$ cat config.mk
export PLATFORM = sky130hd
export DESIGN_NAME = fetch_flat
export DESIGN_NICKNAME = d
export VERILOG_FILES = /design/src/rtl/fetch_if.sv /design/src/rtl/fetch.sv /design/src/flat_wrapper.sv
export SDC_FILE = /design/constraint.sdc
export NUM_CORES = 1
export LEC_CHECK = 0
export CAP_MARGIN = 20
export CORE_MARGIN = 5
export CORE_UTILIZATION = 45
export CTS_BUF_LIST = sky130_fd_sc_hd__clkbuf_16
export DETAILED_ROUTE_END_ITERATION = 12
export PLACE_DENSITY_LB_ADDON = 0.3
export SYNTH_ARGS = -nofsm -noshare
export SYNTH_HDL_FRONTEND = slang
export SYNTH_SLANG_ARGS = --single-unit
$ cat constraint.sdc
create_clock -name i_clk -period 8.1 [get_ports i_clk]
set_clock_uncertainty 0.1 [all_clocks]
set_input_delay 1.62 -clock i_clk [delete_from_list [all_inputs] [get_ports i_clk]]
set_output_delay 1.62 -clock i_clk [all_outputs]
set_load 0.05 [all_outputs]
$ cat src/rtl/fetch_if.sv
// Fetch-stage bus: instruction-memory read port, redirect input and decode-side valid/ready output.
// master = fetch stage, slave = surrounding pipeline/memory.
interface fetch_if;
  logic        o_imem_ren;
  logic [31:0] o_imem_raddr;
  logic [31:0] i_imem_rdata;
  logic        i_redirect;
  logic [31:0] i_redirect_pc;
  logic        o_valid;
  logic        i_ready;
  logic [31:0] o_inst;
  logic [31:0] o_pc;

  modport master (
    output o_imem_ren, o_imem_raddr, o_valid, o_inst, o_pc,
    input  i_imem_rdata, i_redirect, i_redirect_pc, i_ready
  );

  modport slave (
    input  o_imem_ren, o_imem_raddr, o_valid, o_inst, o_pc,
    output i_imem_rdata, i_redirect, i_redirect_pc, i_ready
  );
endinterface

$ cat src/rtl/fetch.sv
// Instruction fetch: PC + 1-cycle imem reads into a 2-entry {inst,pc} FIFO; request->o_valid is 2 cycles.
// Backpressure: issue stalls once FIFO plus in-flight word would exceed 2; head held while !i_ready.
module fetch #(
  parameter logic [31:0] RESET_ADDR = 32'h0000_0000
) (
  input logic     i_clk,
  input logic     i_rst,
  fetch_if.master bus
);

  logic [31:0] pc;
  logic [31:0] inflight_pc;
  logic        inflight;
  logic [1:0]  count;
  logic        rd_ptr;
  logic        wr_ptr;
  logic [31:0] q_inst [2];
  logic [31:0] q_pc   [2];

  logic        pop;
  logic [2:0]  occ;

  assign bus.o_valid      = (count != 2'd0) && !bus.i_redirect && !i_rst;
  assign pop              = bus.o_valid && bus.i_ready;
  // Occupancy the FIFO will reach once the outstanding response lands.
  assign occ              = {1'b0, count} + {2'b00, inflight} - {2'b00, pop};
  assign bus.o_imem_ren   = !i_rst && !bus.i_redirect && (occ < 3'd2);
  assign bus.o_imem_raddr = pc;
  assign bus.o_inst       = q_inst[rd_ptr];
  assign bus.o_pc         = q_pc[rd_ptr];

  always_ff @(posedge i_clk) begin
    if (i_rst) begin
      pc          <= RESET_ADDR;
      count       <= 2'd0;
      inflight    <= 1'b0;
      inflight_pc <= 32'h0;
      rd_ptr      <= 1'b0;
      wr_ptr      <= 1'b0;
    end else if (bus.i_redirect) begin
      // Flush everything, including the word still on its way back from memory.
      pc       <= bus.i_redirect_pc & ~32'h3;
      count    <= 2'd0;
      inflight <= 1'b0;
      rd_ptr   <= 1'b0;
      wr_ptr   <= 1'b0;
    end else begin
      if (inflight) begin
        q_inst[wr_ptr] <= bus.i_imem_rdata;
        q_pc[wr_ptr]   <= inflight_pc;
        wr_ptr         <= !wr_ptr;
      end
      if (pop) begin
        rd_ptr <= !rd_ptr;
      end
      count <= count + {1'b0, inflight} - {1'b0, pop};
      if (bus.o_imem_ren) begin
        pc          <= pc + 32'd4;
        inflight    <= 1'b1;
        inflight_pc <= pc;
      end else begin
        inflight <= 1'b0;
      end
    end
  end

endmodule

$ cat src/flat_wrapper.sv
// flat-port wrapper written by rule: the top's interface ports become plain ports
module fetch_flat 
#(
  parameter logic [31:0] RESET_ADDR = 32'h0000_0000
)
  (i_clk, i_rst, bus_o_imem_ren, bus_o_imem_raddr, bus_o_valid, bus_o_inst, bus_o_pc, bus_i_imem_rdata, bus_i_redirect, bus_i_redirect_pc, bus_i_ready);
  fetch_if bus_i ();
  input logic i_clk;
  input logic i_rst;
  output wire logic [$bits(bus_i.o_imem_ren)-1:0] bus_o_imem_ren;
  output wire logic [$bits(bus_i.o_imem_raddr)-1:0] bus_o_imem_raddr;
  output wire logic [$bits(bus_i.o_valid)-1:0] bus_o_valid;
  output wire logic [$bits(bus_i.o_inst)-1:0] bus_o_inst;
  output wire logic [$bits(bus_i.o_pc)-1:0] bus_o_pc;
  input wire logic [$bits(bus_i.i_imem_rdata)-1:0] bus_i_imem_rdata;
  input wire logic [$bits(bus_i.i_redirect)-1:0] bus_i_redirect;
  input wire logic [$bits(bus_i.i_redirect_pc)-1:0] bus_i_redirect_pc;
  input wire logic [$bits(bus_i.i_ready)-1:0] bus_i_ready;
  assign bus_o_imem_ren = bus_i.o_imem_ren;
  assign bus_o_imem_raddr = bus_i.o_imem_raddr;
  assign bus_o_valid = bus_i.o_valid;
  assign bus_o_inst = bus_i.o_inst;
  assign bus_o_pc = bus_i.o_pc;
  assign bus_i.i_imem_rdata = bus_i_imem_rdata;
  assign bus_i.i_redirect = bus_i_redirect;
  assign bus_i.i_redirect_pc = bus_i_redirect_pc;
  assign bus_i.i_ready = bus_i_ready;
  fetch #(.RESET_ADDR(RESET_ADDR)) u_core (.i_clk(i_clk), .i_rst(i_rst), .bus(bus_i));
endmodule
* Yosys cells after proc, flatten, opt, wreduce, memory -nomap -nowiden
Memory sizes are Yosys's and may differ from the RTL's. A register that Yosys moved wholly into a read port is not among the register bits.
Cells that the tools add are included.
** Operators by class
- Multiplexer cells :: 11
- Bitwise gates (word level) :: 1
- Add/sub/neg operators :: 5
- Divide/modulo/power cells :: 0
- Reduce and logical (&&, ||, !) cells :: 13
- Multiply operators :: 0
- Equality and inequality tests :: 0
- Order comparisons :: 1
- Shift-type cells :: 0
** Operator list (number)
- two-way mux 32 bit :: 2
- adder 32 x 3 -> 32 bit, second input constant :: 1
- two-way mux 1 bit :: 9
- logical AND 1 bit :: 5
- zero test 1 bit :: 4
- nonzero test 2 bit :: 2
- adder 2 x 1 -> 3 bit :: 1
- < comparator 3 x 2 -> 1 bit, second input constant :: 1
- subtractor 3 x 1 -> 3 bit :: 1
- adder 2 x 1 -> 2 bit :: 1
- AND reduction 2 bit :: 1
- OR reduction 2 bit :: 1
- subtractor 2 x 1 -> 2 bit :: 1
- NOT 1 bit :: 1
** Storage, ports and cells
- Logic and storage cells :: 40
- Bits in registers :: 69
- Bits in read-only memories :: 0
- Latch bits :: 0
- Memories :: 2
- Memory bits (writable) :: 128
** Memory list
- u_core.q_inst :: depth 2, bits a word 32, read ports 1, clocked after Yosys merged registers in 1, write ports 1, line fetch.sv:17 : logic [31:0] q_inst [2];
- u_core.q_pc :: depth 2, bits a word 32, read ports 1, clocked after Yosys merged registers in 1, write ports 1, line fetch.sv:18 : logic [31:0] q_pc [2];

* Depth between registers and ports, before layout
Gate-level depths: netlist of run 1.
- Depth after elaboration :: 9
- Gate-level depth with buffers :: 15
- Gate-level depth less buffers :: 13

* Least setup slack after synthesis of run 1
OpenSTA, ideal clock, no wires.
- Path type :: input-to-reg
- Start :: input i_rst
- End :: memory u_core.q_inst[0][0] (enable)
- Stages on the path :: 4
- Data required time :: 7.442 ns
- Setup slack :: 1.011 ns
- Data arrival time :: 6.431 ns
- Setup time :: 0.558 ns
- Cells stage by stage :: clkbuf_1 or2_2 clkbuf_1 nor3_1
** Between the ends
- Longest elaborated chain between the ends :: 2
** RTL lines
- from (decl) :: line flat_wrapper.sv:9 : input logic i_rst;
- two-way mux 1 bit :: line fetch.sv:33 : if (i_rst) begin
- two-way mux 1 bit (implied by the code) :: line fetch.sv:49 : q_inst[wr_ptr] <= bus.i_imem_rdata;
- to (decl) :: line fetch.sv:17
No other way between the ends.

* Final worst setup path of run 1
- Start :: input bus_i_redirect
- End :: output bus_o_imem_ren
** Between the ends
- Longest elaborated chain between the ends :: 7
- Elaborated cells on any way between the ends :: 8
- Classes of those cells :: 1 x add/sub; 1 x order compare; 6 x reduce/logical
** RTL lines
- from (decl) :: line flat_wrapper.sv:16 : input wire logic [$bits(bus_i.i_redirect)-1:0] bus_i_redirect;
- zero test 1 bit :: line fetch.sv:23 : assign bus.o_valid = (count != 2'd0) && !bus.i_redirect && !i_rst;
- logical AND 1 bit (2 in series) :: line fetch.sv:23
- logical AND 1 bit :: line fetch.sv:24 : assign pop = bus.o_valid && bus.i_ready;
- net u_core.pop :: line fetch.sv:20 : logic pop;
- subtractor 3 x 1 -> 3 bit :: line fetch.sv:26 : assign occ = {1'b0, count} + {2'b00, inflight} - {2'b00, pop};
- < comparator 3 x 2 -> 1 bit :: line fetch.sv:27 : assign bus.o_imem_ren = !i_rst && !bus.i_redirect && (occ < 3'd2);
- logical AND 1 bit :: line fetch.sv:27
- to (decl) :: line flat_wrapper.sv:10 : output wire logic [$bits(bus_i.o_imem_ren)-1:0] bus_o_imem_ren;
The timed path passes the listed nets, and every way through them passes these cells.

==> results of run 1 <==
cell type report:
| class | count | area, um^2 |
|---|---|---|
| multi-input combinational | 346 | 2288 |
| fill | 1321 | 6605 |
| clock inverter | 15 | 130.1 |
| sequential | 190 | 5046 |
| clock buffer | 17 | 425.4 |
| timing repair buffer | 166 | 1649 |
| tap | 220 | 275.3 |
| inverter | 12 | 46.29 |
state kept, by name, summed over array words and instances, names as in the netlist, named ones only:
name and cells:
u_core.q_inst 64, u_core.q_pc 60, u_core.bus.o_imem_raddr 30, u_core.inflight_pc 30
u_core.count 2, u_core.inflight 1, u_core.rd_ptr 1, u_core.wr_ptr 1
kinds of logic (layout without fill, tap and decap cells):
logic type | after synthesis | count (layout) | share of synthesized area [%]
DFF | 190 | 190 | 67.14
and+or+nand+nor | 178 | 178 | 11.29
AOI/OAI and AO/OA | 72 | 72 | 5.629
muxes | 64 | 64 | 9.592
buffers and inverters | 46 | 210 | 2.631
xor gates and xnor gates | 24 | 24 | 2.898
adders and majority gates | 4 | 4 | 0.7661
other | 1 | 4 | 0.04991
cells in the final DEF (no fill, tap or decap), types with 5 or more instances in the layout:
master / instances
clkbuf_16: 17
nand4_1: 5
edfxtp_1: 124
inv_1: 13
a31oi_1: 10
a21oi_1: 38
nand3_1: 10
xnor2_1: 20
mux2_2: 64
nor3_1: 6
a211oi_1: 11
nor4_1: 11
dfxtp_1: 65
nand2_1: 91
clkdlybuf4s50_1: 157
and2_1: 7
buf_4: 7
nor2_1: 23
per-layer routing:
layer  global-route usage (%)  vias up  routed length, um
li1                         -     2412                  -
met4                    4.480        0                148
met1                    23.66     2368               7619
met5                        0        -                  0
met2                    27.59      186               7860
met3                    4.563       14                972
stage by stage:
stage / hold slack [ns] / cell area, um^2 / std cells / total power [W] / utilization (%)
after CTS: 0.3605 / 9861 / 966 / 0.002070 / 59.89
after detailed placement: 0.3444 / 9305 / 934 / 0.001286 / 56.51
after global placement: 0.3329 / 9305 / 934 / 0.001282 / 56.51
final: 0.3583 / 9861 / 966 / 0.002052 / 59.89
after floorplan: 0.3254 / 7525 / 582 / 0.001203 / -
after global routing: 0.3748 / 9861 / 966 / 0.002127 / 59.89
critical path: stages:
cell and delay (ns):
clkdlybuf4s50_1 0.45, buf_4 0.25, or2_2 0.25, nor2_1 0.08, and2_1 0.18, ha_1 0.28, inv_1 0.04, ha_1 0.18
fa_1 0.44, xor2_2 0.28, nand3_2 0.13, clkinv_2 0.10, buf_12 0.14
where the power goes:
part           internal [W]  leakage [nW]  switching [W]
clock network      0.000448         0.293       0.000339
logic             0.0000763          1.30       0.000114
registers           0.00105          1.73      0.0000244
total               0.00158          3.32       0.000477
cell usage after synthesis (2+ instances only):
cell type | number | area [um^2]
dfxtp_1 | 66 | 1321
mux2_2 | 64 | 720.7
and3_1 | 4 | 25.02
a211oi_1 | 11 | 82.58
or4_1 | 3 | 22.52
nand3b_1 | 2 | 15.01
nand4_1 | 5 | 31.28
nor2_1 | 23 | 86.33
o22ai_1 | 4 | 25.02
edfxtp_1 | 124 | 3724
and4_1 | 4 | 35.03
or3_1 | 2 | 12.51
o21ai_0 | 4 | 20.02
a31oi_1 | 10 | 62.56
o311ai_0 | 3 | 26.28
and2_1 | 7 | 43.79
nand3_2 | 3 | 30.03
ha_1 | 3 | 37.54
nand3_1 | 10 | 50.05
xor2_1 | 3 | 26.28
nor3_1 | 7 | 35.03
nand2_1 | 91 | 341.6
buf_1 | 3 | 11.26
buf_4 | 6 | 45.04
nor4_1 | 11 | 68.82
clkbuf_1 | 24 | 90.09
nand2_2 | 2 | 12.51
xnor2_1 | 20 | 175.2
a21oi_1 | 38 | 190.2
or2_2 | 2 | 12.51
inv_1 | 10 | 37.54
worst max-delay path by stage:
stage	to	slack, ns	depth (start not counted)
finish	bus_o_imem_ren	1.96	13
global route	bus_o_imem_ren	1.78	13
CTS	bus_o_imem_ren	1.95	13
detailed placement	bus_o_imem_ren	1.95	13
global placement	bus_o_imem_ren	2.01	13
floorplan	u_core.q_inst[0][0]	1.01	4
==> summary.md, run 1 <==
| Metric | Value |
|---|---|
| Maximum fanout count along the critical path | 22 |
| Source-to-sink clock delay at the later pin of the worst-skew pair | 0.43 ns |
| Clock tree from TritonCTS | done |
| Startpoint of the worst register-to-register path | u_core.count[1] |
| NumNets Final | 805 |
| Final weighted congestion in routability-driven placement | 0.8095 |
| Half-perimeter wire length after detailed placement | 10.99 mm |
| Worst rel slew slack | 42.90% |
| Wire length per cell | 17.18 um |
| Outcome | complete, no violations |
| Final number of hold-violating endpoints | 0 |
| Pwr Density | 208.1 nW/um^2 |
| Cell depth of the worst min-delay path | 0 |
| Primary FF master, synth | edfxtp_1 |
| Post-synthesis instance total | 579 |
| Worst Max-Slew Pin Slew | 0.8565 ns |
| Pleak | 3.322 nW |
| Max Fclk | 162.7 MHz |
| Reg-to-reg endpoint | u_core.bus.o_imem_raddr[16] |
| Share of final-layout standard cells stronger than drive strength 1 | 15.42% |
| Number of H-tree levels | 4 |
| Residual antenna-violating net count after detailed routing | 0 |
| Post CTS Setup Buffer Count | 0 |
| Required time of the critical path | 6.38 ns |
| Clock buffers created by TritonCTS | 17 |
| Post-Route WL | 16.60 mm |
| Antenna cell count | 0 |
| First element of the critical path | bus_i_redirect |
| Hold_buf cts | 0 |
| Clock-pin slew on the worst setup and hold paths | 0.06 ns |
| Worst vdd rail ir drop | 0.0001516 V |
| Sum of negative setup slack | 0 ns |
| Rows | 47 |
| Clk sinks | 190 |
| Area of the die | 19380 um^2 |
| Register-to-register setup slack | 4.55 ns |
| Time the worst path needs with I/O delays and setup | 6.145 ns |
| Core ar. | 16470 um^2 |
| Resized Gates After CTS | 0 |
| Detailed Routing Iterations Pass 1 | 5 |
| Number of enable-type register cells in the synthesized netlist | 124 |
| Post-Syn Area per Cell | 12.98 um^2 |
| Async set-or-reset flop fraction in the synthesized netlist | 0% |
| Die width | 139.2 um |
| I/O pins | 166 |
| Sequential fraction of the synthesis area | 67.14% |
| GRT overflow | 0 |
| Final WS setup | 1.955 ns |
| Number of unique standard cell types used by synthesis | 41 |
| Post-Place Setup Slack | 1.954 ns |
| Clock tree buffer depth | 2 |
| Library cell used as clock root buffer | clkbuf_16 |
| Maximum number of pins on one net before global-route repair | 63 |
| Class of the worst hold path | flop to flop |
| Effective utilization at floorplan | 45.63% |
| Global-route wire length before repair | 26.74 mm |
| Initial antenna violation count | 0 |
| Slew Viols, Final | 0 |
| Max-cap violation count | 0 |
| Final period util | 75.86% |
| Number of setup violations in the final report | 0 |
| Number of DRC markers in iteration 0 | 278 |
| Data arrival time of the worst path | 4.42 ns |
| Via count of the first global-routing pass | 5046 |
| Via density per instance | 5.155 |
| Type of the worst setup path | primary input to output pin |
| Vias post-DR | 4980 |
| Seq cells post-synth | 190 |
| Worst hold path startpoint | u_core.inflight_pc[4] |
| Type of element capturing the critical path | output pin |
| Chip Height | 139.2 um |
| Critical Path Start Type | primary input |
| Global-route usage over all layers | 17.27% |
| DR DRC count | 0 |
| Area Growth Syn to Fin | 31.24% |
| Cell count of the worst reg-to-reg path | 14 |
| Setup repair after global routing missed its margin | false |
| Endpoint with the worst hold slack | u_core.q_pc[1][4] |
| YS warnings | 0 |
| Number of buffers added on ports | 159 |
| Synth Cell Area | 7513 um^2 |
Note: power is estimated with default switching activity, not from simulation.
==> inputs of run 2 (changes only) <==
==> constraint.sdc (replaced) <==
create_clock -name i_clk -period 5.65 [get_ports i_clk]
set_clock_uncertainty 0.1 [all_clocks]
set_input_delay 1.13 -clock i_clk [delete_from_list [all_inputs] [get_ports i_clk]]
set_output_delay 1.13 -clock i_clk [all_outputs]
set_load 0.05 [all_outputs]
==> summary.md, run 2 (synthesis gave the netlist of run 1 again) <==
| Metric | Value |
|---|---|
| Antenna cell count | 0 (unchanged) |
| Share of total power in sequential cells | 51.9% (-0.5 points) |
| Via density per instance | 5.191 (+0.70%) |
| Time the worst path needs with I/O delays and setup | 4.982 ns |
| Area Growth Syn to Fin | 31.91% |
| Max-cap violation count | 0 (unchanged) |
| Number of buffers added on ports | 159 (unchanged) |
| Final cell count without fillers | 968 (+0.21%) |
| Maximum fanout count along the critical path | 8 (-64%) |
| Half-perimeter wire length after detailed placement | 11.46 mm (+4.3%) |
| NumNets Final | 807 (+0.25%) |
| Core ar. | 16470 um^2 (unchanged) |
| Final number of hold-violating endpoints | 0 (unchanged) |
| Chip Height | 139.2 um (unchanged) |
| Die width | 139.2 um (unchanged) |
| Placed inst area | 9329 um^2 (+0.26%) |
| GRT overflow | 0 (unchanged) |
| Max Fclk | 200.7 MHz |
| Hold_buf cts | 0 (unchanged) |
| Wl on met1 | 7.833 mm (+2.8%) |
| Flip-flop count of the largest register after layout | 64 (unchanged) |
| Share of final-layout standard cells stronger than drive strength 1 | 16.04% (+0.63 points) |
| Clock tree from TritonCTS | done |
| Final WS setup | 0.6678 ns (-1.288 ns) |
| Required time of the critical path | 4.42 ns (-1.96 ns) |
| Library cell used as clock root buffer | clkbuf_16 |
| Leading cell types in the layout, fill and taps excluded | 157 x clkdlybuf4s50_1, 124 x edfxtp_1, 91 x nand2_1 |
| DR DRC count | 0 (unchanged) |
| Initial antenna violation count | 0 (unchanged) |
| Post-Place Setup Slack | 0.6823 ns (-1.272 ns) |
| Via count of the first global-routing pass | 5048 (+0.040%) |
| Vias post-DR | 5025 (+0.90%) |
| Final period util | 88.18% |
| Number of H-tree levels | 4 (unchanged) |
| Clock-pin slew on the worst setup and hold paths | 0.06 ns (about the same) |
| Crit path largest cell delay | 0.45 ns (about the same) |
| Internal power | 0.002258 W (+43%) |
| Clock tree buffer depth | 2 (unchanged) |
| Detailed Routing Iterations Pass 1 | 5 (unchanged) |
| Setup repair after global routing missed its margin | false |
| Register-to-register setup slack | 2.06 ns (-2.49 ns) |
| Post-Route WL | 16.87 mm (+1.6%) |
| Routed wl met2 | 7.763 mm (-1.2%) |
| Most flop-heavy register | u_core.q_inst |
| Critical Path Start Type | primary input |
| Type of element capturing the critical path | output pin |
| Global-route wire length before repair | 26.62 mm (-0.46%) |
| Most common cell after layout, fill and taps aside | clkdlybuf4s50_1 |
| Pleak | 3.325 nW (about the same) |
| Effective utilization at floorplan | 45.63% (unchanged) |
| Relative contribution of combinational cells to total power | 9.2% (about the same) |
| Met3 wire length | 1.149 mm (+18%) |
| Rows | 47 (unchanged) |
| Pwr Density | 299.6 nW/um^2 (+44%) |
| Total non-filler cell area in the finished layout | 9911 um^2 (+0.51%) |
| Final weighted congestion in routability-driven placement | 0.9022 (+11%) |
| Post CTS Setup Buffer Count | 0 (unchanged) |
| Sum of negative setup slack | 0 ns (unchanged) |
| Clock buffers created by TritonCTS | 17 (unchanged) |
| Data arrival time of the worst path | 3.75 ns (-0.67 ns) |
| I/O pins | 166 (unchanged) |
| Clock share of power | 38.9% (+0.5 points) |
| Global-route usage over all layers | 17.23% (-0.036 points) |
| Cells traversed along the worst timing path | clkdlybuf4s50_1 -> or2_2 -> nor2_2 -> and2_1 -> ha_1 -> inv_1 -> ha_1 -> fa_1 -> xor2_2 -> nand3_2 -> clkinv_2 -> buf_12 |
| Wire length per cell | 17.43 um (+1.4%) |
| Maximum number of pins on one net before global-route repair | 62 (-1.6%) |
| Type of the worst setup path | primary input to output pin |
| Highest layer used for signal routing | met4 |
| Critical path's slowest cell | fa_1 |
| Residual antenna-violating net count after detailed routing | 0 (unchanged) |
| Area of the die | 19380 um^2 (unchanged) |
| Number of DRC markers in iteration 0 | 354 (+27%) |
| Switching power | 0.0007110 W (+49%) |
| Switching part of the total power | 23.95% (+0.70 points) |
| Worst rel slew slack | 38.00% (-4.9 points) |
| Worst Max-Slew Pin Slew | 0.9300 ns (+0.07348 ns) |
| Slew Viols, Final | 0 (unchanged) |
| Outcome | complete, no violations |
| Resized Gates After CTS | 0 (unchanged) |
| Worst vdd rail ir drop | 0.0002109 V (+39%) |
| Clk sinks | 190 (unchanged) |
| Class of the worst hold path | flop to flop |
| Post-Place Cells | 936 (+0.21%) |
| Source-to-sink clock delay at the later pin of the worst-skew pair | 0.42 ns (about the same) |
| Number of setup violations in the final report | 0 (unchanged) |
| Hold slack | 0.3540 ns (-0.004243 ns) |
| Cell type with the highest occurrence count on the critical path | ha_1 |
| Top Registers | u_core.q_inst (64), u_core.q_pc (60) |
-- run 2: cell types whose count changed in the layout (fill, tap and decap cells not counted), sizes merged --
cell      delta
buf          +2
bufinv       -1
clkbuf       +1
clkinv       +1
clkinvlp     +1
inv          -2
-- run 2: final timing paths --
kind | startpoint | endpoint | cells past startpoint
worst max-delay path | bus_i_redirect | bus_o_imem_ren | 12
worst min-delay path | u_core.inflight_pc[20] | u_core.q_pc[1][20] | 0
worst max register to register | u_core.count[1] | u_core.bus.o_imem_raddr[16] | 14
worst min register to register | u_core.inflight_pc[20] | u_core.q_pc[1][20] | 0
-- run 2: layout make-up --
type / instances / area [um^2]
Fill cell: 1308 / 6555
Sequential cell: 190 / 5046
Multi-Input combinational cell: 346 / 2297
Timing Repair Buffer: 168 / 1664
Clock buffer: 18 / 450.4
Tap cell: 220 / 275.3
Clock inverter: 14 / 131.4
Inverter: 12 / 46.29
-- run 2: power by group through the flow --
stage / Combinational, W / Sequential (W) / Clock, W
after CTS: 0.000274 / 0.00154 / 0.00118
after floorplan: 0.000115 / 0.00161 / 0
after detailed placement: 0.000272 / 0.00157 / 0
after global routing: 0.000289 / 0.00155 / 0.00124
after global placement: 0.000269 / 0.00157 / 0
final: 0.000273 / 0.00154 / 0.00115
-- run 2: layer usage --
metal  vias up  GRT usage (%)
li1       2419              -
met1      2390          24.19
met2       202          26.69
met3        14          4.322
met4         0          5.252
met5         -              0
-- run 2: through the flow --
stage	utilization (%)	power [W]
2_1_floorplan	-	0.001724
4_1_cts	60.19	0.002999
5_1_grt	60.19	0.003079
3_3_place_gp	56.66	0.001839
3_5_place_dp	56.66	0.001844
6_report	60.19	0.002969
-- run 2: critical path, delay by kind of cell --
kind / cells / cell delay (ns)
buf+inv: 4 / 0.68
fa+ha+maj: 3 / 0.79
simple gates: 4 / 0.87
xor+xnor: 1 / 0.29
